[src/rtl/trivium_sched.sv]
// trivium_sched: key/IV intake, Trivium warm-up sequencing and round-robin
// sharing of the keystream between two byte requesters, with a per-key
// byte budget that forces a rekey once spent.
module trivium_sched #(
  parameter int WARM_STEPS = 144,
  parameter int MAX_BYTES  = 65536
) (
  input  logic        clk,
  input  logic        rst,
  input  logic        cfg_valid,
  output logic        cfg_ready,
  input  logic [79:0] cfg_key,
  input  logic [79:0] cfg_iv,
  input  logic [1:0]  req_valid,
  input  logic [7:0]  req0_data,
  input  logic [7:0]  req1_data,
  output logic [1:0]  req_ready,
  output logic        rsp_valid,
  output logic        rsp_id,
  output logic [7:0]  rsp_data,
  output logic        core_load,
  output logic [79:0] core_key,
  output logic [79:0] core_iv,
  output logic        core_step,
  input  logic [7:0]  core_ks,
  output logic        busy,
  output logic        exhausted
);

  localparam int BW = $clog2(MAX_BYTES + 1);
  localparam int WW = $clog2(WARM_STEPS + 1);

  typedef enum logic [2:0] {
    S_IDLE,
    S_LOAD,
    S_WARMUP,
    S_READY,
    S_EXHAUST
  } state_t;

  state_t        state_q, state_d;
  logic [79:0]   key_q, key_d;
  logic [79:0]   iv_q, iv_d;
  logic [WW-1:0] warm_cnt_q, warm_cnt_d;
  logic [BW-1:0] byte_cnt_q, byte_cnt_d;
  logic [BW-1:0] byte_inc;
  logic          prio_q, prio_d;
  logic          rsp_valid_q, rsp_valid_d;
  logic          rsp_id_q, rsp_id_d;
  logic [7:0]    rsp_data_q, rsp_data_d;
  logic          core_load_q, core_load_d;
  logic          cfg_ready_q, cfg_ready_d;
  logic          busy_q, busy_d;
  logic          exhausted_q, exhausted_d;
  logic          cfg_accept;
  logic          sel1;
  logic [1:0]    grant;
  logic          step;

  // Next-state, grant arbitration and next values of every registered output.
  always_comb begin
    state_d     = state_q;
    key_d       = key_q;
    iv_d        = iv_q;
    warm_cnt_d  = warm_cnt_q;
    byte_cnt_d  = byte_cnt_q;
    prio_d      = prio_q;
    rsp_valid_d = 1'b0;
    rsp_id_d    = rsp_id_q;
    rsp_data_d  = rsp_data_q;
    grant       = 2'b00;
    step        = 1'b0;
    cfg_accept  = cfg_valid & cfg_ready_q;
    byte_inc    = byte_cnt_q + BW'(1);
    sel1        = req_valid[1] & (~req_valid[0] | prio_q);

    case (state_q)
      S_IDLE, S_EXHAUST: begin
        if (cfg_accept) begin
          key_d   = cfg_key;
          iv_d    = cfg_iv;
          state_d = S_LOAD;
        end
      end
      S_LOAD: begin
        warm_cnt_d = '0;
        byte_cnt_d = '0;
        state_d    = S_WARMUP;
      end
      S_WARMUP: begin
        step       = 1'b1;
        warm_cnt_d = warm_cnt_q + WW'(1);
        if (warm_cnt_q == WW'(WARM_STEPS - 1)) begin
          state_d = S_READY;
        end
      end
      S_READY: begin
        if (cfg_accept) begin
          key_d   = cfg_key;
          iv_d    = cfg_iv;
          state_d = S_LOAD;
        end else if (|req_valid) begin
          grant       = sel1 ? 2'b10 : 2'b01;
          step        = 1'b1;
          rsp_valid_d = 1'b1;
          rsp_id_d    = sel1;
          rsp_data_d  = (sel1 ? req1_data : req0_data) ^ core_ks;
          prio_d      = ~sel1;
          byte_cnt_d  = byte_inc;
          if (byte_inc == BW'(MAX_BYTES)) begin
            state_d = S_EXHAUST;
          end
        end
      end
      default: state_d = S_IDLE;
    endcase

    core_load_d = (state_d == S_LOAD);
    cfg_ready_d = (state_d == S_IDLE) || (state_d == S_READY) || (state_d == S_EXHAUST);
    busy_d      = (state_d == S_LOAD) || (state_d == S_WARMUP);
    exhausted_d = (state_d == S_EXHAUST);
  end

  // State, counters, latched key/IV and registered outputs; reset drops everything.
  always_ff @(posedge clk or posedge rst) begin
    if (rst) begin
      state_q     <= S_IDLE;
      key_q       <= '0;
      iv_q        <= '0;
      warm_cnt_q  <= '0;
      byte_cnt_q  <= '0;
      prio_q      <= 1'b0;
      rsp_valid_q <= 1'b0;
      rsp_id_q    <= 1'b0;
      rsp_data_q  <= '0;
      core_load_q <= 1'b0;
      cfg_ready_q <= 1'b0;
      busy_q      <= 1'b0;
      exhausted_q <= 1'b0;
    end else begin
      state_q     <= state_d;
      key_q       <= key_d;
      iv_q        <= iv_d;
      warm_cnt_q  <= warm_cnt_d;
      byte_cnt_q  <= byte_cnt_d;
      prio_q      <= prio_d;
      rsp_valid_q <= rsp_valid_d;
      rsp_id_q    <= rsp_id_d;
      rsp_data_q  <= rsp_data_d;
      core_load_q <= core_load_d;
      cfg_ready_q <= cfg_ready_d;
      busy_q      <= busy_d;
      exhausted_q <= exhausted_d;
    end
  end

  assign cfg_ready = cfg_ready_q;
  assign req_ready = grant;
  assign core_step = step;
  assign rsp_valid = rsp_valid_q;
  assign rsp_id    = rsp_id_q;
  assign rsp_data  = rsp_data_q;
  assign core_load = core_load_q;
  assign core_key  = key_q;
  assign core_iv   = iv_q;
  assign busy      = busy_q;
  assign exhausted = exhausted_q;

endmodule

[config.mk]
export PLATFORM = sky130hd
export DESIGN_NAME = trivium_sched
export DESIGN_NICKNAME = d
export VERILOG_FILES = /design/src/rtl/trivium_sched.sv
export SDC_FILE = /design/constraint.sdc
export NUM_CORES = 1
export LEC_CHECK = 0
export ABC_AREA = 1
export BUFFER_PORTS_ARGS = -buffer_cell sky130_fd_sc_hd__buf_4
export CAP_MARGIN = 10
export CORE_AREA = 2 2 144 146
export CTS_CLUSTER_SIZE = 30
export DETAILED_ROUTE_END_ITERATION = 7
export DIE_AREA = 0 0 146 148
export PLACE_DENSITY = 0.72
export REMOVE_ABC_BUFFERS = 1
export SLEW_MARGIN = 20
export SYNTH_ARGS = -nofsm -noshare
export SYNTH_HDL_FRONTEND = slang
export SYNTH_SLANG_ARGS = --single-unit
[constraint.sdc]
create_clock -name clk -period 12.6 [get_ports clk]
set_clock_uncertainty 0.1 [all_clocks]
set_input_delay 2.52 -clock clk [delete_from_list [all_inputs] [get_ports clk]]
set_output_delay 2.52 -clock clk [all_outputs]
set_load 0.01 [all_outputs]
==> results.json <==
{
  "cp.arrival_ns": 4.28,
  "grt_overflow_total": 0,
  "grt_pass1_wl_um": 38900,
  "dpl.hpwl_um": 17000,
  "grt_antenna_before_repair": 0,
  "finalHoldViolCount": 0,
  "routedWlPerCell_um": 14.9,
  "fp.dieArea_sq_mm": 0.0216,
  "slowest_stage": "inv_1",
  "cts_hold_buf": 0,
  "finalSetupTns_ns": 0,
  "yosysUniqueCellTypes": 27,
  "placementRows": 52,
  "fmax_mhz": 145,
  "die_h_um": 148,
  "critical_path_buf_inv_count": 5,
  "antenna_left": 0,
  "layout-drive-gt1-share_pct": 31.5,
  "yosysSeqAreaShare_pct": 61.0,
  "cts_setup_buffers": 0,
  "ys_ff_latch": 203,
  "cts_buffers": 24,
  "vias": 7487,
  "critPathLaunchType": "input port",
  "drt-initial-drc-count": 368,
  "htreeDepth": 1,
  "place_congestion": 0.845,
  "fin_crit_sh_pct": 54.8,
  "dp_cells": 1582,
  "cts_buffer_depth": 3,
  "report.final.slew_viol_count": 0,
  "crit_required_ns": 9.98,
  "cts-root-buf": "clkbuf_16",
  "status": "completed",
  "synth_warnings": 0,
  "cp_common_cell": "inv_1",
  "core-area_sq_mm": 0.0200,
  "relSlewSlack_pct": 37.4,
  "finalCriticalPeriod_ns": 6.90,
  "portBuffers": 365,
  "path_cells": "buf_4 -> nand2_1 -> inv_1 -> nor2_1 -> inv_1 -> nor2_2 -> inv_1 -> nor2_1 -> buf_4",
  "crit_family": "buffers and inverters",
  "grt_pass1_vias": 7519,
  "final_core_util_pct": 60.2,
  "ir_drop_v": 0.000134,
  "worstHoldPathType": "reg -> reg",
  "synthToLayoutAreaGrowth_pct": 44.9,
  "critPathMaxFanout": 25,
  "drc": 0,
  "diodes": 0,
  "fillers": 1811,
  "cts_tree": "done",
  "final_cells": 1623,
  "cpPeakStageDelay_ns": 0.50,
  "grt_max_degree": 125,
  "start_util_pct": 41.6,
  "critPathKind": "in -> out",
  "nets": 1530,
  "max_cap_violations": 0,
  "worstMarginPinSlew_ns": 0.939,
  "rsz0062_at_grt": "no",
  "pre_cts_ws_ns": 5.67,
  "synth.avg_cell_area_sq_um": 8.50,
  "clock_latency_ns": 0.50,
  "numClockSinks": 203,
  "setup_viol": 0,
  "wl_um": 24200,
  "drt-pass1-iter-count": 6,
  "vias_per_cell": 4.61,
  "io_pins": 366,
  "synthesis.area_sq_mm": 0.00833,
  "leakage_uw": 0.00671,
  "die_w_um": 146,
  "cts.clk_slew.worst_paths_ns": 0.05,
  "endpoint_kind": "primary output",
  "p_per_area_mw_per_mm2": 240,
  "cts_resized": 0,
  "layout_setup_ws_ns": 5.70,
  "synthCells": 980,
  "grtUsageTotal_pct": 22.2
}
==> cell usage in the layout (no fill, tap or decap), drive strengths merged <==
cell type,count
dfrtp,203
o22ai,7
o32ai,1
a32o,1
nor3,4
a21oi,5
buf,370
clkbuf,38
nand3,18
mux2i,9
nand4,8
or2,2
nand2,558
o21ai,31
xor2,11
nor2,37
ha,3
inv,44
clkinv,3
==> logic make-up after synthesis <==
logic type	synth area share, %
AND/OR/NAND/NOR	29.5
AO/OA/AOI/OAI	3.00
multiplexers	1.08
XOR/XNOR	1.16
flip-flops	61.0
buffers and inverters	3.87
adder cells (fa/ha/maj)	0.450
==> worst register-to-register path, cell delays in order, from the launching register on <==
cell	delay, ns
dfrtp_1	0.37
inv_1	0.07
nor2_1	0.05
inv_2	0.07
nor2_2	0.06
o21ai_4	0.16
buf_4	0.64
buf_4	0.87
o21ai_0	0.41
nor2_4	0.20
a21oi_2	0.06
==> worst paths after layout <==
kind | depth (start not counted) | end | startpoint | slack (ns)
min in group asynchronous | 2 | core_iv[18] | rst | 2.03
worst max register to register | 10 | cfg_ready | state_q[0] | 9.38
worst max-delay path | 9 | req_ready[1] | cfg_valid | 5.70
max in group asynchronous | 3 | core_iv[69] | rst | 8.98
worst min register to register | 2 | core_key[28] | core_key[28] | 0.37
worst min-delay path | 2 | core_key[28] | core_key[28] | 0.37
==> where the power goes <==
group | switching [uW] | internal, uW | leakage (uW)
clock | 262 | 396 | 0.000375
combinational | 620 | 524 | 0.00376
sequential | 164 | 933 | 0.00257
total | 1050 | 1850 | 0.00671
==> cell usage after synthesis, drive strengths merged <==
cell / count / area (sq um)
nor3: 4 / 20.0
xor2: 11 / 96.3
nand2: 558 / 2100
o32ai: 1 / 8.76
inv: 44 / 165
ha: 3 / 37.5
nand3: 18 / 95.1
mux2i: 9 / 90.1
nor2: 37 / 176
a21oi: 5 / 28.8
buf: 14 / 67.6
or2: 2 / 12.5
dfrtp: 203 / 5080
o22ai: 7 / 43.8
o21ai: 31 / 159
nand4: 8 / 50.1
clkbuf: 24 / 90.1
a32o: 1 / 10.0
==> sequential cells by signal (all words and copies together), names as in the netlist, 3 cells and up <==
name,count
core_iv,80
core_key,80
byte_cnt_q,17
rsp_data,8
warm_cnt_q,8
state_q,3
==> metrics by stage <==
stage	instance area [sq um]	total power, uW	hold WS (ns)
floorplan	8180	1650	0.367
global placement	11300	2240	0.363
detailed placement	11300	2260	0.366
CTS	12100	2940	0.381
global route	12100	3100	0.392
finish	12100	2900	0.375
==> layout make-up <==
| cell class | instances | area [sq um] | share of cell area [%] |
|---|---|---|---|
| Timing Repair Buffer | 370 | 2780 | 23.0 |
| Tap cell | 270 | 338 | 2.80 |
| Multi-Input combinational cell | 695 | 2940 | 24.3 |
| Inverter | 44 | 175 | 1.45 |
| Clock inverter | 3 | 26.3 | 0.218 |
| Sequential cell | 203 | 5080 | 42.1 |
| Clock buffer | 38 | 733 | 6.07 |
==> per-layer routing <==
layer	GRT usage [%]	up-vias	share of wire (%)
li1	-	3712	-
met1	26.8	3478	38
met2	38.2	247	50
met3	7.04	50	8.3
met4	6.60	0	3.1
met5	0	-	0
(Power assumes the default switching activity.)
